File: src/rtl/regfile_seq.sv
// Three-operand sequencer driving a register file's read selects and write port.
// One instruction at a time: IDLE -> READ -> EXEC -> WRITE, four cycles each.
module regfile_seq #(
  parameter int WIDTH = 16
) (
  input  logic             CLK,
  input  logic             RST,
  input  logic             IVALID,
  output logic             IREADY,
  input  logic [2:0]       OP,
  input  logic [2:0]       DREG,
  input  logic [2:0]       AREG,
  input  logic [2:0]       BREG,
  input  logic [WIDTH-1:0] IMM,
  output logic [2:0]       ASEL,
  output logic [2:0]       BSEL,
  output logic [2:0]       DSEL,
  output logic [WIDTH-1:0] RIN,
  output logic [WIDTH-1:0] DIN,
  input  logic [WIDTH-1:0] ABUS,
  input  logic [WIDTH-1:0] BBUS,
  output logic             DONE,
  output logic             ZERO,
  output logic             CARRY
);

  localparam logic [1:0] S_IDLE  = 2'd0;
  localparam logic [1:0] S_READ  = 2'd1;
  localparam logic [1:0] S_EXEC  = 2'd2;
  localparam logic [1:0] S_WRITE = 2'd3;

  localparam logic [2:0] OP_NOP  = 3'd0;
  localparam logic [2:0] OP_ADD  = 3'd1;
  localparam logic [2:0] OP_SUB  = 3'd2;
  localparam logic [2:0] OP_AND  = 3'd3;
  localparam logic [2:0] OP_OR   = 3'd4;
  localparam logic [2:0] OP_XOR  = 3'd5;
  localparam logic [2:0] OP_MOVI = 3'd6;
  localparam logic [2:0] OP_SHL1 = 3'd7;

  logic [1:0]       state_q, state_d;
  logic [2:0]       op_q, op_d, dreg_q, dreg_d, areg_q, areg_d, breg_q, breg_d;
  logic [WIDTH-1:0] imm_q, imm_d, oa_q, oa_d, ob_q, ob_d, res_q, res_d;
  logic             zero_q, zero_d, carry_q, carry_d;
  logic [WIDTH:0]   sum, diff;

  assign sum  = {1'b0, oa_q} + {1'b0, ob_q};
  assign diff = {1'b0, oa_q} - {1'b0, ob_q};

  always_comb begin
    state_d = state_q;
    op_d    = op_q;
    dreg_d  = dreg_q;
    areg_d  = areg_q;
    breg_d  = breg_q;
    imm_d   = imm_q;
    oa_d    = oa_q;
    ob_d    = ob_q;
    res_d   = res_q;
    zero_d  = zero_q;
    carry_d = carry_q;
    case (state_q)
      S_IDLE: if (IVALID) begin
        op_d    = OP;
        dreg_d  = DREG;
        areg_d  = AREG;
        breg_d  = BREG;
        imm_d   = IMM;
        state_d = S_READ;
      end
      S_READ: begin
        oa_d    = ABUS;
        ob_d    = BBUS;
        state_d = S_EXEC;
      end
      S_EXEC: begin
        case (op_q)
          OP_ADD:  begin res_d = sum[WIDTH-1:0];  carry_d = sum[WIDTH];  end
          OP_SUB:  begin res_d = diff[WIDTH-1:0]; carry_d = diff[WIDTH]; end
          OP_AND:  res_d = oa_q & ob_q;
          OP_OR:   res_d = oa_q | ob_q;
          OP_XOR:  res_d = oa_q ^ ob_q;
          OP_MOVI: res_d = oa_q;
          OP_SHL1: begin res_d = {oa_q[WIDTH-2:0], 1'b0}; carry_d = oa_q[WIDTH-1]; end
          default: res_d = '0;
        endcase
        // NOP produces 0 but must not disturb the flags of the previous result
        if (op_q != OP_NOP) zero_d = (res_d == '0);
        state_d = S_WRITE;
      end
      default: state_d = S_IDLE;
    endcase
  end

  always_ff @(posedge CLK or negedge RST) begin
    if (!RST) begin
      state_q <= S_IDLE;
      op_q    <= '0;
      dreg_q  <= '0;
      areg_q  <= '0;
      breg_q  <= '0;
      imm_q   <= '0;
      oa_q    <= '0;
      ob_q    <= '0;
      res_q   <= '0;
      zero_q  <= 1'b0;
      carry_q <= 1'b0;
    end else begin
      state_q <= state_d;
      op_q    <= op_d;
      dreg_q  <= dreg_d;
      areg_q  <= areg_d;
      breg_q  <= breg_d;
      imm_q   <= imm_d;
      oa_q    <= oa_d;
      ob_q    <= ob_d;
      res_q   <= res_d;
      zero_q  <= zero_d;
      carry_q <= carry_d;
    end
  end

  // Selects come straight from the latched fields, so they hold between
  // instructions; DSEL is decoded from state so reset kills it at once.
  assign IREADY = (state_q == S_IDLE);
  assign ASEL   = areg_q;
  assign BSEL   = breg_q;
  assign DIN    = imm_q;
  assign DSEL   = (state_q == S_WRITE && op_q != OP_NOP) ? dreg_q : 3'd0;
  assign RIN    = res_q;
  assign DONE   = (state_q == S_WRITE);
  assign ZERO   = zero_q;
  assign CARRY  = carry_q;

endmodule

File: config.mk
export PLATFORM = sky130hd
export DESIGN_NAME = regfile_seq
export DESIGN_NICKNAME = d
export VERILOG_FILES = /design/src/rtl/regfile_seq.sv
export SDC_FILE = /design/constraint.sdc
export NUM_CORES = 1
export LEC_CHECK = 0
export BUFFER_PORTS_ARGS = -buffer_cell sky130_fd_sc_hd__buf_2
export CAP_MARGIN = 20
export CORE_MARGIN = 3
export CORE_UTILIZATION = 59
export CTS_BUF_LIST = sky130_fd_sc_hd__clkbuf_4 sky130_fd_sc_hd__clkbuf_8
export DETAILED_ROUTE_END_ITERATION = 7
export PLACE_DENSITY = 0.9
export SLEW_MARGIN = 20
export SYNTH_ARGS = -nofsm -noshare
export SYNTH_HDL_FRONTEND = slang
export SYNTH_SLANG_ARGS = --single-unit
File: constraint.sdc
create_clock -name CLK -period 3.1 [get_ports CLK]
set_input_delay 0.93 -clock CLK [delete_from_list [all_inputs] [get_ports CLK]]
set_output_delay 0.93 -clock CLK [all_outputs]
set_load 0.1 [all_outputs]
### After elaboration in Yosys (flattened, before gate mapping)

Cells that the tools add are included.

| operators by class | value |
|---|---|
| equality and inequality tests | 11 |
| reductions and logical operators | 8 |
| muxes and demuxes | 6 |
| bitwise operators | 3 |
| $add $sub $neg | 2 |

Operators with widths:

| cell | count |
|---|---|
| $pmux 16 s7 | 1 |
| $add 16x16->17 | 1 |
| $sub 16x16->17 | 1 |
| $and 16x16->16 | 1 |
| $logic_not 16->1 | 1 |
| $mux 16 | 1 |
| $or 16x16->16 | 1 |
| $xor 16x16->16 | 1 |
| $eq 3x3->1 const B | 4 |
| $eq 3x2->1 const B | 2 |
| $pmux 2 s3 | 1 |
| $reduce_and 2->1 | 3 |
| $reduce_bool 3->1 | 2 |
| $eq 2x2->1 const B | 2 |
| $eq 3x1->1 const B | 1 |
| $mux 3 | 1 |
| $pmux 1 s3 | 1 |
| $eq 2x1->1 const B | 1 |
| $logic_not 2->1 | 1 |
| $mux 2 | 1 |
| $ne 2x2->1 const B | 1 |
| $logic_and 1x1->1 | 1 |

| storage, ports and cells | value |
|---|---|
| output and inout bits | 45 |
| word-level logic and storage cells | 41 |
| register bits after elaboration | 80 |

### Logic depth before layout (Yosys ltp)

Gate-level depths: netlist (run 1).

| depth | value |
|---|---|
| depth after elaboration | 4 |
| mapped depth | 13 |
| depth with buffers taken out | 13 |

### Worst setup path after synthesis (run 1)

Ideal clock, no wire load.

| timing path | value |
|---|---|
| path type | register -> output |
| start | register state_q[0] |
| end | output port DSEL[0] |
| data arrival time | 2.226 ns |
| path slack | -0.056 ns |
| stages on the path, launching flop included | 4 |
| buffers on the path | 0 |
| path through | dfrtp_1 ha_1 o31a_1 and2_1 |

| on the way | value |
|---|---|
| cells in the longest elaborated chain, start to end | 3 |

Ends and longest elaborated chain:

| what | line | source |
|---|---|---|
| start: declaration | 41 | `logic [1:0] state_q, state_d;` |
| start signal: assignment | 109 | `state_q <= state_d;` |
| $eq 2x2->1 | -- |  |
| net DONE | 22 | `output logic DONE,` |
| $logic_and 1x1->1 | 129 | `assign DSEL = (state_q == S_WRITE && op_q != OP_NOP) ? dreg_q : 3'd0;` |
| $mux 3 | 129 |  |
| end: declaration | 17 | `output logic [2:0] DSEL,` |

The timed path passes the listed nets, and every way through them passes these cells.

### Worst setup path in the final report (run 1)

| timing path | value |
|---|---|
| start | register oa_q[0] |
| end | register zero_q, in the netlist ZERO |

| on the way | value |
|---|---|
| cells in the longest elaborated chain, start to end | 4 |
| elaborated cells between the ends (all ways) | 8 |
| classes of those cells | add/sub (2); mux (2); bitwise (3); reduce/logical (1) |

Ends and longest elaborated chain:

| what | line | source |
|---|---|---|
| start: declaration | 43 | `logic [WIDTH-1:0] imm_q, imm_d, oa_q, oa_d, ob_q, ob_d, res_q, res_d;` |
| start signal: assignment | 103 | `oa_q <= '0;` |
| start signal: assignment | 115 | `oa_q <= oa_d;` |
| $sub 16x16->17 (tied with other cells) | 48 | `assign diff = {1'b0, oa_q} - {1'b0, ob_q};` |
| $pmux 16 s7 * | 77 | `case (op_q)` |
| $mux 16 * | 62 | `case (state_q)` |
| $logic_not 16->1 * | 88 | `if (op_q != OP_NOP) zero_d = (res_d == '0);` |
| end signal: assignment | 118 | `zero_q <= zero_d;` |
| end: declaration | 44 | `logic zero_q, zero_d, carry_q, carry_d;` |

Every way passes the cells marked *; elsewhere a longest branch is shown, timed or not. The select of a mux whose other input is x is not followed.
A chain may end at the register's enable or synchronous reset.

==> results of run 1 <==
-- flip-flops by register name (all words and copies together) (netlist names) --
signal / flops
ob_q: 16
state_q: 2
BSEL: 3
op_q: 3
dreg_q: 3
ZERO: 1
CARRY: 1
RIN: 16
ASEL: 3
DIN: 16
oa_q: 16
-- worst max path at each step --
stage,to,start,cells after the start
final,ZERO$_DFFE_PN0P_,oa_q[0]$_DFFE_PN0N_,11
after global routing,ZERO$_DFFE_PN0P_,oa_q[0]$_DFFE_PN0N_,11
after CTS,ZERO$_DFFE_PN0P_,oa_q[1]$_DFFE_PN0N_,11
after detailed placement,ZERO$_DFFE_PN0P_,oa_q[0]$_DFFE_PN0N_,14
after global placement,ZERO$_DFFE_PN0P_,oa_q[0]$_DFFE_PN0N_,14
after floorplan,DSEL[0],op_q[0]$_DFFE_PN0P_,5
-- cells in the mapped netlist, types with 3 or more instances --
| cell | instances | area, um^2 |
|---|---|---|
| nand2_1 | 68 | 255.2 |
| nor3_1 | 15 | 75.07 |
| o31a_1 | 3 | 26.28 |
| nor2b_1 | 12 | 75.07 |
| nor4_1 | 4 | 25.02 |
| nand2b_1 | 9 | 56.30 |
| o21a_1 | 3 | 22.52 |
| o311ai_0 | 3 | 26.28 |
| mux2_2 | 31 | 349.1 |
| mux2i_1 | 8 | 80.08 |
| o221ai_1 | 3 | 26.28 |
| a2111oi_0 | 4 | 35.03 |
| a221oi_1 | 6 | 52.55 |
| o211ai_1 | 5 | 37.54 |
| nor2_1 | 55 | 206.5 |
| a21o_1 | 9 | 67.56 |
| o21bai_1 | 5 | 37.54 |
| or3_1 | 6 | 37.54 |
| dfrtp_1 | 80 | 2002 |
| a221o_1 | 3 | 30.03 |
| o31ai_1 | 5 | 37.54 |
| a32oi_1 | 3 | 26.28 |
| o22ai_1 | 9 | 56.30 |
| nand4_1 | 5 | 31.28 |
| o211a_1 | 5 | 50.05 |
| a22oi_1 | 4 | 30.03 |
| a21oi_1 | 44 | 220.2 |
| a31oi_1 | 5 | 31.28 |
| nand3_1 | 12 | 60.06 |
| and2_1 | 6 | 37.54 |
| inv_1 | 53 | 198.9 |
| clkbuf_1 | 21 | 78.83 |
| o21ai_1 | 4 | 20.02 |
| and3_1 | 4 | 25.02 |
| a211oi_1 | 10 | 75.07 |
| nor4_2 | 3 | 37.54 |
| o21ai_0 | 54 | 270.3 |
| buf_2 | 14 | 70.07 |
| ha_1 | 55 | 688.2 |
| o2bb2ai_1 | 4 | 35.03 |
| a22o_1 | 5 | 43.79 |
-- worst register-to-register path, stage by stage, from the launching register on --
cell and delay, ns:
dfrtp_1 0.42, ha_2 0.23, fa_1 0.41, a21o_1 0.24
a2111o_1 0.44, a21oi_2 0.20, o211ai_2 0.14, a32oi_2 0.29
mux2i_1 0.23, nand2_1 0.10, nand4_1 0.13, o21ai_1 0.07
-- logic make-up after synthesis --
group,after synthesis,share of synthesized area
AO/OA/AOI/OAI,219,0.2431
AND/OR/NAND/NOR,216,0.1744
buffers and inverters,96,0.06518
flip-flops,80,0.3249
adder cells (fa/ha/maj),57,0.1182
multiplexers,40,0.07147
XOR/XNOR,2,0.002843
-- metrics by stage --
step / utilization / instances / setup slack (ns)
CTS: 0.7256 / 959 / 0.01469
floorplan: - / 710 / 0.08651
finish: 0.7426 / 961 / 0.1119
global route: 0.7423 / 960 / -0.0004448
global placement: 0.7037 / 943 / -0.03463
detailed placement: 0.7037 / 943 / -0.07739
-- metal layers --
layer  share of wire  wire length [um]  track usage  vias to the layer above
met5               0                 0            0                        -
met4           0.055              1130       0.1821                        0
met3           0.091              1872      0.06866                      109
met2            0.47              9701       0.5746                      373
met1            0.38              7761       0.4199                     2914
li1                -                 -            -                     2781
-- placed cells by master (no fill, tap or decap), types with 13 or more instances in the layout --
master / Yosys / routed
nor3_1: 15 / 13
buf_2: 14 / 103
dfrtp_1: 80 / 79
nor2_1: 55 / 53
ha_1: 55 / 50
mux2_2: 31 / 31
nand2_1: 68 / 68
inv_1: 53 / 52
buf_4: 2 / 34
o21ai_0: 54 / 52
a21oi_1: 44 / 43
-- repair_timing --
action,4_1_cts,5_1_grt
setup endpoints to repair,1,6
gates resized for setup,3,32
pin swaps,1,11
setup buffers,0,1
-- final cells by class --
type / count / share of cell area
Tap cell: 133 / 0.02251
Timing Repair Buffer: 143 / 0.1193
Clock inverter: 7 / 0.01134
Multi-Input combinational cell: 534 / 0.5313
Clock buffer: 9 / 0.01676
Antenna cell: 1 / 0.0003385
Inverter: 54 / 0.02742
Sequential cell: 80 / 0.2710
==> results.md, run 1 <==
Outcome:
- The run finished with clean final reports.

Global route:
- The first global-routing pass estimated approximately 31000 um of wire.
- Entering global routing, the biggest net connects 65 pins.
- The global-route total usage across every layer is 0.3442.
- The number of global-route vias before repair is 6095.
- The overflow left after global routing is 0.
- The number of antenna violations at the first check in global routing is 1.

Place:
- The instance area after placement is 7005 um^2.
- The count of input and output buffers is 107.
- The weighted congestion at the end of routability-driven global placement is just under 1.
- The half-perimeter wire length after detailed placement is 14820 um.

Synthesis:
- The flip-flop cell with the highest count after synthesis is dfrtp_1.
- Yosys mapped a number of flops with a built-in enable equal to 0.
- The total of flip-flops plus latches after synthesis is 80.
- The post-synthesis async set-or-reset flop share is 1.000.
- The synthesized netlist cell count is 710.
- The share of the Yosys chip area taken by registers is 0.3249.
- In this run, distinct cell masters in the synthesized netlist total 81.
- The net count of the mapped netlist is 830.
- The Yosys step of the flow raised 0 warnings.
- The post-synthesis area per instance is 8.679 um^2.
- The synthesized cell area is 6162 um^2.

Clock tree:
- The number of clock buffers added by TritonCTS is 9.
- In this run the number of H-tree levels came out at 3.
- CTS placed an instance of clkbuf_8 at the clock tree root.
- The number of hold-repair buffers added at the cts stage is 0.
- Clock latency on the worst-skew pair, taken at its later pin, is 0.38 ns.
- The maximum root-to-sink buffer count is 2.
- Clock-pin slew was measured on the worst setup and hold paths at 0.10 ns.
- Clock tree synthesis found a total of 80 sinks.
- TritonCTS built the clock tree.

Setup path:
- The setup check on the worst reg-to-reg path leaves a slack of 0.11 ns.
- At the worst endpoint, the arrival time is 3.27 ns.
- The critical register-to-register path startpoint is oa_q[0]$_DFFE_PN0N_.
- The slowest cell on the critical path is a2111o_1.
- STA puts the critical path data required time at between 3 and 4 ns.
- The worst setup path is launched from a register.
- Measured in cells, the most critical reg-to-reg path has a length of 11.
- The critical setup path kind is register to register.
- On the worst path, the slowest cell contributes a delay of 0.44 ns.
- The worst register-to-register path ends at ZERO$_DFFE_PN0P_.
- The worst setup path is captured at a register.
- The maximum fanout along the worst path is 4.
- The kind of cell with the highest combined delay along the critical path is compound AO/OA/AOI/OAI gates.
- Together, buffers and inverters on the worst path number 0.
- The critical path goes through ha_2, fa_1, a21o_1, a2111o_1, a21oi_2, o211ai_2, a32oi_2, mux2i_1, nand2_1, nand4_1, o21ai_1.

Timing:
- The slew of the pin with the lowest slew margin is 1.012 ns.
- In the finished design, the share of the clock period the worst path needs comes to 0.9639.
- Final hold analysis gives a worst-case slack of 0.4976 ns.
- The max-slew violation count was 0.
- The final-report setup violation count is 0.
- Based on the critical path, the design can be clocked at up to ~0.33 GHz.
- The count of endpoints failing hold in the final timing report is 0.
- The post-route clock skew is 0.01126 ns.
- After routing, the total negative slack on setup checks comes to 0 ns.
- The worst pin sits at a relative slew slack of 0.3203.
- The post-layout minimum cycle time is ~3.0 ns.

Route:
- For this run, design rule violations remaining after detail routing come to 0.
- The final layout contains routed wiring with a total length of 20470 um.
- Before antenna repair, the detailed router went through 5 iterations.
- The detailed router's first-iteration violation count is 495.
- The total via count after detailed routing is 6177.
- The average wire per cell in the routed design is about 21 um.
- Using the TritonRoute via totals, the vias-per-cell ratio works out to approximately 6.4.
- The count of nets left with antenna violations once routing finished came out at 0.

Floorplanning:
- In this run the core area contains 36 standard-cell rows.
- The total area inside the core boundary comes to 9955 um^2.
- The die extent in x is 108.2 um.
- The area of the die is 11710 um^2.
- During I/O placement, the number of pins put on the boundary was roughly 110.
- The die is ~110 um tall.
- The effective utilization at floorplan is 0.6190.

Finish:
- The sequential cells in the finished layout cover a total of 2003 um^2.
- The area of the multi-input gates is 3928 um^2.
- In the final layout, the share of cells above drive strength 1 is 0.2830.
- The count of filler cells inserted in the layout is 712.
- The synthesis-to-layout area growth is 19.96%.
- The final layout contains around 940 nets.
- The final instance area is 7392 um^2.

Worst hold path:
- In this run the worst hold path is classified as input port to asynchronous set/reset pin.

Run:
- Across the run, the number of max-cap violations was 0.
Power of run 1 is left out: the tool's default activity adds up to more than one toggle a clock period on the data nets, which glitch-free logic cannot reach.
==> inputs of run 2 (changes only) <==
--- a/config.mk
+++ b/config.mk
@@ -7,11 +7,13 @@
 export LEC_CHECK = 0
 export BUFFER_PORTS_ARGS = -buffer_cell sky130_fd_sc_hd__buf_2
 export CAP_MARGIN = 20
+export CELL_PAD_IN_SITES_DETAIL_PLACEMENT = 0
+export CELL_PAD_IN_SITES_GLOBAL_PLACEMENT = 2
 export CORE_MARGIN = 3
-export CORE_UTILIZATION = 59
+export CORE_UTILIZATION = 35
 export CTS_BUF_LIST = sky130_fd_sc_hd__clkbuf_4 sky130_fd_sc_hd__clkbuf_8
 export DETAILED_ROUTE_END_ITERATION = 7
-export PLACE_DENSITY = 0.9
+export PLACE_DENSITY_LB_ADDON = 0.1
 export SLEW_MARGIN = 20
 export SYNTH_ARGS = -nofsm -noshare
 export SYNTH_HDL_FRONTEND = slang
==> results.md, run 2 (synthesis gave the netlist of run 1 again) <==
Setup path:
- The kind of end point of the critical path is a register.
- Counting both buffers and inverters, the worst setup path holds a total of 0.
- The critical path goes through ha_2, fa_2, a21o_1, a2111o_1, nand3_1, o21ai_0, a221oi_2, nor4b_4, nand4_1, o21ai_1.
- The data required time of the critical path is 3.40 ns.
- The kind of start point of the critical path is a register.
- The critical setup path kind is register to register.
- The critical path data arrival time is 3.30 ns.
- The slowest stage of the critical path is the a2111o_1 cell.
- In this design, the stage delay of the slowest critical-path cell is 0.50 ns.
- Of all nets on the critical path, the largest fanout is 3.
- The cell family contributing the most delay on the critical path is compound AO/OA/AOI/OAI gates.

Global route:
- The number of antenna violations at the first check in global routing is 1.
- The global routing usage on met3 is 0.04034.
- For this run, global-route usage on met2 was measured as 0.3253.
- The first-pass GRT wire length is 32000 um.
- The fraction of met1 tracks used by global routing is 0.2845.
- The number of global-route vias before repair is 5808.
- The overflow left after global routing is 0.
- The global-route total usage across every layer is 0.2064.
- The busiest layer in global routing is met2.
- Entering global routing, the biggest net connects 65 pins.

Clock tree:
- Clock latency on the worst-skew pair, taken at its later pin, is between 0.3 and 0.4 ns.
- CTS placed an instance of clkbuf_8 at the clock tree root.
- The clock-pin slew reported for the worst setup and hold paths after clock tree synthesis is 0.09 ns.
- The number of clock buffers added by TritonCTS is 9.
- The clock tree from TritonCTS is yes.
- The H-tree depth reported by CTS is 3.
- The maximum root-to-sink buffer count is 2.
- The sink count of the clock tree is 80.

Floorplanning:
- ~110 I/O pins were placed.
- The area of the die is 19230 um^2.
- Row generation in the floorplan step produced 47 rows.
- In this run the vertical extent of the chip is around 140 um.
- The core footprint is 16880 um^2.
- The die extent in x is ~140 um.
- For this configuration, the core starts out at a cell density of 0.3651.

Timing:
- Static timing analysis puts the maximum clock frequency at 0.3330 GHz.
- The max-slew violation count is 0.
- The worst path in the final design needs a cycle of ~3 ns, including I/O delays and setup.
- Setup repair after global routing could not meet its margin everywhere.
- The post-route fraction of the period consumed by the critical path is 0.9687.
- The smallest hold slack is 0.5010 ns.
- The count of endpoints failing hold in the final timing report is 0.
- The final-report setup violation count is 0.
- The post-route clock skew is 0.01857 ns.
- At the pin with the least slew margin, the transition time is 0.6318 ns.
- The worst slew margin relative to its limit is 0.5788.

Route:
- The detailed router finished its first iteration with 325 violations.
- The number of nets still failing antenna checks after routing is 0.
- In the routed layout, each cell is associated on average with a via count of 5.464.
- The average wire per cell in the routed design is between 15 and 20 um.
- The wire length reported by the detailed router is 20130 um.
- The detailed router placed 5808 vias in this run.
- For this run, the detailed router's first-pass iteration total came to 5.
- In the routed design, unresolved DRC markers number 0.

Finish:
- The synthesis-to-layout area growth is 24.39%.
- The count of filler cells inserted in the layout is 1720.
- In the final layout, the share of cells above drive strength 1 is 0.3025.
- The library cells used most frequently in the layout, excluding fill and tap cells, are buf_2, dfrtp_1, nand2_1, nor2_1, buf_4.
- Leaving out fill and tap cells, the most frequent cell in the layout is buf_2.
- In the final design database the tool counted 959 nets.
- The number of diodes is 0.

Place:
- The weighted congestion at the end of routability-driven global placement is 0.9121.
- The half-perimeter wire length after detailed placement is 15310 um.
- In this run the tool buffered the top-level ports with 107 buffer cells.

Outcome:
- The run finished with clean final reports.

Run:
- Max-cap violations in this run came to 0.

Worst hold path:
- In this run the worst hold path is classified as register to register.
==> run 2: cell count changes in the layout (fill, tap and decap cells not counted), moves of 3 or more <==
cell	change
a2111oi_2	-3
buf_4	+19
ha_1	-6
ha_2	+4
==> run 2: final timing paths <==
check	start	to	slack, ns	cells after the start
setup / recovery	ob_q[0]$_DFFE_PN0N_	ZERO$_DFFE_PN0P_	0.1	10
hold / removal	dreg_q[1]$_DFFE_PN0P_	dreg_q[1]$_DFFE_PN0P_	0.50	1
setup reg to reg	ob_q[0]$_DFFE_PN0N_	ZERO$_DFFE_PN0P_	0.1	10
hold reg to reg	dreg_q[1]$_DFFE_PN0P_	dreg_q[1]$_DFFE_PN0P_	0.50	1
max in group asynchronous	RST	dreg_q[2]$_DFFE_PN0P_	1.94	2
min in group asynchronous	RST	oa_q[8]$_DFFE_PN0N_	0.54	1
==> run 2: cell type report <==
type	count	area [um^2]	share of cell area
clock inverters	6	92.59	0.01208
well taps	220	275.3	0.03591
multi-input cells	534	3973	0.5183
clock buffers	9	123.9	0.01616
repair buffers	160	993.5	0.1296
inverters	54	202.7	0.02644
flip-flops and latches	80	2004	0.2615
==> run 2: worst register-to-register path, cell delays in order (launching register included) <==
cell	delay (ns)
dfrtp_1	0.44
ha_2	0.21
fa_2	0.35
a21o_1	0.22
a2111o_1	0.50
nand3_1	0.12
o21ai_0	0.11
a221oi_2	0.35
nor4b_4	0.34
nand4_1	0.15
o21ai_1	0.14
==> run 2: stage by stage <==
| stage | cells | util | setup slack (ns) | instance area, um^2 | setup TNS, ns |
|---|---|---|---|---|---|
| detailed placement | 1042 | 0.4261 | -0.06093 | 7192 | -0.06093 |
| finish | 1063 | 0.4541 | 0.09711 | 7665 | 0 |
| CTS | 1057 | 0.4403 | 0.005937 | 7431 | 0 |
| global route | 1063 | 0.4541 | -0.05830 | 7665 | -0.06702 |
| global placement | 1042 | 0.4261 | 0.03658 | 7192 | 0 |
| floorplan | 710 | - | 0.08651 | 6165 | 0 |
==> run 2: routing by layer <==
metal  vias up  routed length [um]
li1       2813                   -
met4         2                 533
met1      2787                9434
met3        35                1056
met2       171                9096
met5         -                  13
==> run 2: what timing repair did <==
action	4_1_cts	5_1_grt
setup endpoints to repair	1	5
hold buffers	0	0
buffers inserted	0	6
cloned	0	0
gates resized for setup	4	40
endpoints found under the hold margin	0	0
pin swaps	1	15
Power of run 2 is left out for the same reason.
